File: src/rtl/cnn_pkg.sv
// Shared CNN accelerator definitions: default array geometry and skew feeder state encodings.
package cnn_pkg;

    localparam int unsigned ARRAY_SIZE_DEF = 9;
    localparam int unsigned DATA_SIZE_DEF  = 16;

    typedef enum logic [1:0] {
        ST_IDLE   = 2'd0,
        ST_STREAM = 2'd1,
        ST_FLUSH  = 2'd2
    } feed_state_e;

endpackage

File: src/rtl/sync_fifo.sv
// Parameterised synchronous FIFO with registered full/empty flags; head entry readable combinationally.
module sync_fifo #(
    parameter int unsigned width = 8,
    parameter int unsigned depth = 4
) (
    input  logic             clk,
    input  logic             reset,
    input  logic             wr_en,
    input  logic [width-1:0] wr_data,
    input  logic             rd_en,
    output logic [width-1:0] rd_data_c,
    output logic             full,
    output logic             empty
);

    localparam int unsigned aw = $clog2(depth);
    localparam int unsigned cw = aw + 1;

    logic [width-1:0] mem [depth];
    logic [aw-1:0]    wr_ptr;
    logic [aw-1:0]    rd_ptr;
    logic [cw-1:0]    count;
    logic [cw-1:0]    count_nxt;
    logic             push;
    logic             pop;

    assign push      = wr_en && !full;
    assign pop       = rd_en && !empty;
    assign rd_data_c = mem[rd_ptr];

    always_comb begin
        count_nxt = count;
        case ({push, pop})
            2'b10:   count_nxt = count + cw'(1);
            2'b01:   count_nxt = count - cw'(1);
            default: count_nxt = count;
        endcase
    end

    // Storage carries no reset; validity is tracked entirely by the pointers.
    always_ff @(posedge clk) begin
        if (push) begin
            mem[wr_ptr] <= wr_data;
        end
    end

    always_ff @(posedge clk) begin
        if (!reset) begin
            wr_ptr <= '0;
            rd_ptr <= '0;
            count  <= '0;
            full   <= 1'b0;
            empty  <= 1'b1;
        end else begin
            if (push) begin
                wr_ptr <= wr_ptr + aw'(1);
            end
            if (pop) begin
                rd_ptr <= rd_ptr + aw'(1);
            end
            count <= count_nxt;
            full  <= (count_nxt == cw'(depth));
            empty <= (count_nxt == '0);
        end
    end

endmodule

File: src/rtl/systolic_skew_feeder.sv
// Buffers activation vectors and drives the systolic array with a per-lane diagonal skew.
// Define SKEW_FEEDER_RELU_EN to clamp negative lanes to zero at FIFO write.
module systolic_skew_feeder
    import cnn_pkg::*;
#(
    parameter int unsigned array_size = ARRAY_SIZE_DEF,
    parameter int unsigned data_size  = DATA_SIZE_DEF,
    parameter int unsigned fifo_depth = 4
) (
    input  logic                            clk,
    input  logic                            reset,
    input  logic                            in_valid,
    output logic                            in_ready,
    input  logic [data_size*array_size-1:0] in_vec,
    input  logic                            in_last,
    output logic [data_size*array_size-1:0] dataout,
    output logic [array_size-1:0]           lane_valid,
    output logic                            frame_done,
    output logic                            busy
);

    localparam int unsigned vec_w = data_size * array_size;
    localparam int unsigned ent_w = vec_w + 1;
    localparam int unsigned cnt_w = $clog2(array_size);

    feed_state_e      state;
    logic [cnt_w-1:0] flush_cnt;

    logic [vec_w-1:0] wr_vec_c;
    logic [ent_w-1:0] rd_data_c;
    logic             fifo_full;
    logic             fifo_empty;
    logic             pop_c;
    logic             pop_last_c;

    logic [vec_w-1:0] issue_data;
    logic             issue_valid;
    logic             issue_last;

`ifdef SKEW_FEEDER_RELU_EN
    for (genvar g = 0; g < int'(array_size); g++) begin : g_clamp
        assign wr_vec_c[g*data_size +: data_size] =
            in_vec[(g+1)*data_size-1] ? '0 : in_vec[g*data_size +: data_size];
    end
`else
    assign wr_vec_c = in_vec;
`endif

    assign in_ready   = reset && !fifo_full;
    assign pop_c      = (state != ST_FLUSH) && !fifo_empty;
    assign pop_last_c = rd_data_c[vec_w];
    assign busy       = (state != ST_IDLE) || !fifo_empty;

    sync_fifo #(
        .width (ent_w),
        .depth (fifo_depth)
    ) u_fifo (
        .clk       (clk),
        .reset     (reset),
        .wr_en     (in_valid && in_ready),
        .wr_data   ({in_last, wr_vec_c}),
        .rd_en     (pop_c),
        .rd_data_c (rd_data_c),
        .full      (fifo_full),
        .empty     (fifo_empty)
    );

    // Frame sequencer: a popped last vector forces array_size-1 bubble slots.
    always_ff @(posedge clk) begin
        if (!reset) begin
            state     <= ST_IDLE;
            flush_cnt <= '0;
        end else begin
            case (state)
                ST_IDLE, ST_STREAM: begin
                    if (pop_c) begin
                        if (pop_last_c) begin
                            state     <= ST_FLUSH;
                            flush_cnt <= cnt_w'(array_size - 1);
                        end else begin
                            state <= ST_STREAM;
                        end
                    end
                end
                ST_FLUSH: begin
                    if (flush_cnt <= cnt_w'(1)) begin
                        state     <= ST_IDLE;
                        flush_cnt <= '0;
                    end else begin
                        flush_cnt <= flush_cnt - cnt_w'(1);
                    end
                end
                default: begin
                    state     <= ST_IDLE;
                    flush_cnt <= '0;
                end
            endcase
        end
    end

    // Issue slot: popped vector or a zero bubble, every cycle.
    always_ff @(posedge clk) begin
        if (!reset) begin
            issue_data  <= '0;
            issue_valid <= 1'b0;
            issue_last  <= 1'b0;
        end else begin
            issue_data  <= pop_c ? rd_data_c[vec_w-1:0] : '0;
            issue_valid <= pop_c;
            issue_last  <= pop_c && pop_last_c;
        end
    end

    for (genvar g = 0; g < int'(array_size); g++) begin : g_lane
        if (g == 0) begin : g_direct
            assign dataout[data_size-1:0] = issue_data[data_size-1:0];
            assign lane_valid[0]          = issue_valid;
        end else begin : g_skew
            logic [data_size-1:0] dly_d [g];
            logic [g-1:0]         dly_v;

            always_ff @(posedge clk) begin
                if (!reset) begin
                    for (int k = 0; k < g; k++) begin
                        dly_d[k] <= '0;
                    end
                    dly_v <= '0;
                end else begin
                    dly_d[0] <= issue_data[g*data_size +: data_size];
                    dly_v[0] <= issue_valid;
                    for (int k = 1; k < g; k++) begin
                        dly_d[k] <= dly_d[k-1];
                        dly_v[k] <= dly_v[k-1];
                    end
                end
            end

            assign dataout[g*data_size +: data_size] = dly_d[g-1];
            assign lane_valid[g]                     = dly_v[g-1];

            // The last flag rides alongside the final lane so frame_done lines up with it.
            if (g == int'(array_size) - 1) begin : g_last
                logic [g-1:0] dly_l;

                always_ff @(posedge clk) begin
                    if (!reset) begin
                        dly_l <= '0;
                    end else begin
                        dly_l[0] <= issue_last;
                        for (int k = 1; k < g; k++) begin
                            dly_l[k] <= dly_l[k-1];
                        end
                    end
                end

                assign frame_done = dly_l[g-1];
            end
        end
    end

endmodule
File: config.mk
export PLATFORM = sky130hd
export DESIGN_NAME = systolic_skew_feeder
export DESIGN_NICKNAME = d
export VERILOG_FILES = /design/src/rtl/cnn_pkg.sv /design/src/rtl/sync_fifo.sv /design/src/rtl/systolic_skew_feeder.sv
export SDC_FILE = /design/constraint.sdc
export NUM_CORES = 1
export LEC_CHECK = 0
export CORE_MARGIN = 3
export CORE_UTILIZATION = 35
export CTS_BUF_LIST = sky130_fd_sc_hd__clkbuf_8 sky130_fd_sc_hd__clkbuf_16
export DETAILED_ROUTE_END_ITERATION = 10
export GPL_TIMING_DRIVEN = 0
export SKIP_LAST_GASP = 1
export SYNTH_ARGS = -nofsm -noshare
export SYNTH_HDL_FRONTEND = slang
export SYNTH_SLANG_ARGS = --single-unit
File: constraint.sdc
create_clock -name clk -period 13.87 [get_ports clk]
set_input_delay 2.774 -clock clk [delete_from_list [all_inputs] [get_ports clk]]
set_output_delay 2.774 -clock clk [all_outputs]
set_load 0.01 [all_outputs]
# Word-level counts from Yosys, hierarchy flattened
# Memories as Yosys holds them, arrays and structs flattened. A register that Yosys moved wholly into a read port is not among the register bits.
# Cells that the tools add are included.
# totals
register_bits,205
ram_bits,1156
out_inout_bits,156
word_cells,147
mem_count,9
# op_classes
add_sub_neg,5
magnitude_cmp,1
n_eq_ne,9
mux,52
bitwise,35
reduce_logical,17
# memory_table
name,depth,width,rd,rd_clocked_by_memory_dff,write_ports,line,text
u_fifo.mem,4,145,1,1,1,sync_fifo.sv:19,logic [width-1:0] mem [depth];
g_lane[8].g_skew.dly_d,8,16,8,0,8,systolic_skew_feeder.sv:119,logic [data_size-1:0] dly_d [g];
g_lane[7].g_skew.dly_d,7,16,7,0,7,systolic_skew_feeder.sv:119,
g_lane[6].g_skew.dly_d,6,16,6,0,6,systolic_skew_feeder.sv:119,
g_lane[5].g_skew.dly_d,5,16,5,0,5,systolic_skew_feeder.sv:119,
g_lane[4].g_skew.dly_d,4,16,4,0,4,systolic_skew_feeder.sv:119,
3 more memories,-,-,-,-,-,-,
# op_table
cell,n
$mux W16,36
$or A1 B1 Y1,35
$reduce_or A16 Y1,1
$mux W4,3
$mux W2,5
$ne A2 B2 Y1 const B,4
$pmux W4 S2,1
$logic_and A1 B1 Y1,6
$pmux W3 S2,1
$reduce_and A2 Y1,3
$mux W1,5
$add A2 B1 Y2 const B,2
$eq A2 B1 Y1 const B,2
$eq A2 B2 Y1 const B,2
$le A4 B1 Y1 const B,1
$pmux W2 S2,1
$sub A4 B1 Y4 const B,1
$add A3 B1 Y3 const B,1
$eq A3 B3 Y1 const B,1
$logic_not A3 Y1,1
$sub A3 B1 Y3 const B,1
$logic_not A1 Y1,2
$logic_not A2 Y1,1
$reduce_bool A2 Y1,1
2 further kinds,2

# Depth between registers and ports, before layout
# logic_depth
ltp_word,7
depth_mapped,8
depth_no_buf,7

# Hierarchy
# Synthesis repeated with hierarchy kept, for this count alone.
# unflattened
cells_unflattened,2504
hier_area_um2,42224.2
# modules_own_cells
module,instances,cells_each,area_per_inst_um2,seq_area_each_um2
sync_fifo,1,813,21436.8,17636.9
systolic_skew_feeder,1,1691,20787.4,14894.3

# Worst setup path before layout
# OpenSTA, ideal clock, no wires.
# synth_timing
path_type,input to register
start,input in_valid
end,memory u_fifo.mem[0][0] in the netlist's numbering (enable)
arrival_time_ps,6506
path_slack_ps,6842
stages,3
cell_sequence,and3b_1 -> clkbuf_1 -> and2_1
# synth_via
elab_chain_len,4
# synth_lines
element,line,text
start: declaration,systolic_skew_feeder.sv:12,"input logic in_valid,"
$logic_and A1 B1 Y1,systolic_skew_feeder.sv:60,".wr_en (in_valid && in_ready),"
$logic_and A1 B1 Y1,sync_fifo.sv:27,assign push = wr_en && !full;
$mux W1,sync_fifo.sv:42,if (push) begin
$mux W1 (not written as such),sync_fifo.sv:43,mem[wr_ptr] <= wr_data;
end: declaration,sync_fifo.sv:19,
# No other way between the ends.

# Worst setup path after layout
# layout_timing
start,input reset
end,output in_ready
# layout_via
elab_chain_len,1
# layout_lines
element,line,text
start: declaration,systolic_skew_feeder.sv:11,"input logic reset,"
$logic_and A1 B1 Y1,systolic_skew_feeder.sv:49,assign in_ready = reset && !fifo_full;
end: declaration,systolic_skew_feeder.sv:13,"output logic in_ready,"
# No other way between the ends.

==> results.md <==
- Number of global-route vias before repair: 19,900
- Final cell area excluding filler cells: 0.0521 sq mm
- Main flop type after synthesis: sky130_fd_sc_hd__dfxtp_1
- Post-detailed-route count of antenna-violating nets: 0
- Fraction of the yosys area taken by sequential cells: 77.2%
- Worst slack on hold paths: 0.404 ns
- Max VDD drop: 0.118 mV
- Maximum clock frequency: 0.140 GHz
- Final WL: 79,800 microns
- Clock insertion delay at the later pin of the skew report: 0.72 ns
- Final setup skew: 0.0263 ns
- Mapped Area: 0.0422 sq mm
- Average vias per placed instance: 4.13
- Core utilization of the finished layout: 43.8%
- Most area-consuming cells after synthesis: sky130_fd_sc_hd__edfxtp_1 41%, sky130_fd_sc_hd__dfxtp_1 36%, sky130_fd_sc_hd__and2_1 11%
- Final number of setup-violating endpoints: 0
- Cell variety after synth: 45
- Net switching power: 2.01 mW
- Yosys warns: 0
- Number of nets in the layout: 3,103
- Max transition margin: 34.7%
- Crit end category: output pin
- Most repeated library cell on the critical path: sky130_fd_sc_hd__clkdlybuf4s50_1
- Startpoint of the worst-slack reg-to-reg timing path: u_fifo.full
- Reg clk slew, reported paths: 0.06 ns
- First-pass GRT wire length: 121,000 microns
- Asr flop ratio synth: 0%
- Number of enable flip-flop cells after synthesis: 580
- Max Transition Viols Final: 0
- Detailed-route DRC error count: 0
- Antenna violations before repair: 28
- Post-DP HPWL: 52,000 microns
- Internal: 6.87 mW
- Core area: 0.119 sq mm
- R2R setup slack: 11.25 ns
- Num CTS Buffers: 140
- Cell depth of the worst min-delay path: 1
- Sw Ratio: 22.6%
- Max-cap viol count: 0
- Count of boundary I/O pins: 304
- Clock tree from TritonCTS: built
- Number of buffer and inverter stages on the critical path: 3
- Static Leakage: 19.0 nW
- Proportion of netlist area held by the largest area contributor: 41.3%
- Final global-route overflow total: 0
- Cell Count, Final, Fillers Out: 4,678
- Final hold violation count: 0
- Most instantiated library cell after synthesis: sky130_fd_sc_hd__dfxtp_1
- Setup bufs post-CTS: 0
- Number of instances in the placed design: 4,405
- Routed WL per cell: 17.1 microns
- Hold endpoint: g_lane[4].g_skew.dly_d[3][6]
- Buffer cell driving the clock tree root: sky130_fd_sc_hd__clkbuf_16
- Series of cell instances along the critical path: clkdlybuf4s50_1 -> inv_2 -> nor2_1 -> clkdlybuf4s50_1
- Kind of cell adding the most delay to the critical path: buffers and inverters
- Worst min-delay path startpoint: g_lane[4].g_skew.dly_d[2][6]
- Number of H-tree levels: 4
- Minimum clock period after layout: 7.12 ns
- Total negative slack: 0 ns
- Run status: finished, final reports clean
- Endpoint arrival time on the critical path: 4.35 ns
- Mean Syn Cell Area: 16.9 sq um
- Clock group share of total power: 40.3%
- GP Congestion: 0.702
- Critical Path Slowest Stage Cell: sky130_fd_sc_hd__clkdlybuf4s50_1
- Drt first-iter violations: 1,072
- Initial standard-cell utilization of the core: 35.5%
- Vertical die dimension: 353 microns
- Critical Path Start Type: input pin
- Slowest Stage Delay on Critical Path: 0.69 ns
- Ratio of cells with drive above 1 in the final layout: 16.2%
- Clock sink count: 1,335
- Leading post-synthesis cells by instance count: 755 x sky130_fd_sc_hd__dfxtp_1, 740 x sky130_fd_sc_hd__and2_1, 580 x sky130_fd_sc_hd__edfxtp_1
- Aggregate global-route resource usage: 12.9%
- CP Class: in2out
- Path type of the worst min-delay path: reg2reg
- Number of synthesized register bits: 1,335
- Mapped Nets: 2,646
- Row count: 126
- PortBufs: 303
- Vias: 19,300
- Cell taking the most area after synthesis: sky130_fd_sc_hd__edfxtp_1
- Placed Area: 0.0475 sq mm
- Required time of the critical path: 11.10 ns
- Pin count of the biggest net entering global routing: 54
- Endpoint of the worst-slack reg-to-reg timing path: u_fifo.mem[0][116]
- Area enclosed by the die boundary: 0.125 sq mm
- Maximum buffer depth of the clock tree: 3
- Portion of the clock cycle consumed by the worst path in the final layout: 51.3%
- Post-cts hold buffer count: 0
- Worst Reg2Reg Path Length in Cells: 6
- First-pass detailed-route iteration total: 4
- Combinational Power Share: 10.2%
- Layout Area Growth over Synthesis: 23.6%
- Tightest Pin Transition: 0.980 ns
- Horizontal die dimension: 353 microns
- Setup repair after global routing missed its margin: false
- Ratio of total power to cell area: 170 mW/mm^2
- Resized cells post-CTS: 0
- Synth Instances: 2,490
- Critical path fanouts, max: 9
- Share of total power in sequential cells: 49.5%
==> power groups by stage <==
stage               registers [mW]  logic (mW)  clock network (mW)
floorplan                     4.47       0.613                   0
CTS                           4.40       0.937                3.70
finish                        4.39       0.905                3.58
detailed placement            4.48       0.933                   0
global placement              4.50       0.914                   0
global route                  4.42       0.994                3.86
==> placed cells by master, fill, tap and decap left out, types with 3 or more instances in the layout <==
cell                              count
sky130_fd_sc_hd__a21oi_1              3
sky130_fd_sc_hd__inv_16               3
sky130_fd_sc_hd__buf_4               83
sky130_fd_sc_hd__clkinv_1            12
sky130_fd_sc_hd__clkbuf_1            75
sky130_fd_sc_hd__clkinv_16            5
sky130_fd_sc_hd__inv_6                5
sky130_fd_sc_hd__diode_2             17
sky130_fd_sc_hd__and2_4               4
sky130_fd_sc_hd__clkinv_8             3
sky130_fd_sc_hd__clkinv_2            25
sky130_fd_sc_hd__clkbuf_8            12
sky130_fd_sc_hd__inv_1               45
sky130_fd_sc_hd__o21ai_0              4
sky130_fd_sc_hd__edfxtp_1           580
sky130_fd_sc_hd__clkbuf_16          143
sky130_fd_sc_hd__bufinv_16            5
sky130_fd_sc_hd__and2_1             736
sky130_fd_sc_hd__nor2_1               7
sky130_fd_sc_hd__buf_16              11
sky130_fd_sc_hd__buf_6               15
sky130_fd_sc_hd__dfxtp_1            755
sky130_fd_sc_hd__o21a_1               4
sky130_fd_sc_hd__mux4_2             144
sky130_fd_sc_hd__and3b_1              3
sky130_fd_sc_hd__ha_1                 7
sky130_fd_sc_hd__buf_2               24
sky130_fd_sc_hd__clkdlybuf4s50_1    303
==> registers in the layout (all words and copies together) (netlist names), named ones only <==
register,count
u_fifo.full,1
flush_cnt,4
g_lane.g_skew.dly_d,576
u_fifo.count,3
u_fifo.mem,580
g_lane.g_skew.dly_v,8
u_fifo.empty,1
issue_valid,1
u_fifo.wr_ptr,2
u_fifo.rd_ptr,2
issue_data,144
state,2
g_lane.g_skew.g_last.dly_l,8
issue_last,1
==> layout make-up <==
class                           count  area [sq um]
Buffer                            198          1200
Fill cell                       10600         66800
Timing Repair Buffer              315          3360
Inverter                            8          30.0
Multi-Input combinational cell    949          8410
Clock inverter                    101           805
Tap cell                         1600          2000
Clock buffer                      155          3740
Sequential cell                  1335         32500
Antenna cell                       17          42.5
==> worst max-delay path by stage <==
| stage | start | to | cells after the start |
|---|---|---|---|
| floorplan | in_valid | u_fifo.mem[0][0] | 3 |
| global placement | reset | u_fifo.mem[1][114] | 4 |
| detailed placement | reset | in_ready | 4 |
| CTS | reset | in_ready | 4 |
| global route | reset | in_ready | 4 |
| finish | reset | in_ready | 4 |
==> cells by family (layout without fill, tap and decap cells) <==
logic type               count (synthesis)  in the layout  share of synthesized area (%)
other                                    0             17                              0
buffers and inverters                  206            777                           2.91
flip-flops                            1335           1335                           77.2
AO/OA/AOI/OAI                           23             23                          0.433
multiplexers                           148            148                           7.79
XOR/XNOR                                 3              3                         0.0623
adder cells (fa/ha/maj)                  8              8                          0.255
AND/OR/NAND/NOR                        767            767                           11.4
==> routing by layer <==
metal  vias to the layer above  wire length (microns)  part of all wire (%)  GRT usage, %
met4                        14                   2180                   2.7          4.75
met3                       157                   4920                   6.2          3.97
met2                       394                  37600                    47          20.8
li1                       9469                      -                     -             -
met1                      9301                  35000                    44          16.3
met5                         -                     93                  0.12             0
==> through the flow <==
step	setup slack (ns)	total power, mW
6_report	6.75	8.88
5_1_grt	6.64	9.27
4_1_cts	6.75	9.03
3_5_place_dp	6.75	5.41
3_3_place_gp	2.80	5.42
2_1_floorplan	6.84	5.09
==> worst register-to-register path, cell delays in order, from the launching register on <==
cell and delay (ns):
sky130_fd_sc_hd__dfxtp_1 0.30, sky130_fd_sc_hd__and3b_1 0.19, sky130_fd_sc_hd__clkbuf_1 0.28, sky130_fd_sc_hd__and2_4 0.52
sky130_fd_sc_hd__buf_16 0.35, sky130_fd_sc_hd__buf_16 0.30, sky130_fd_sc_hd__buf_16 0.31
Note: power is estimated with default switching activity, not from simulation.
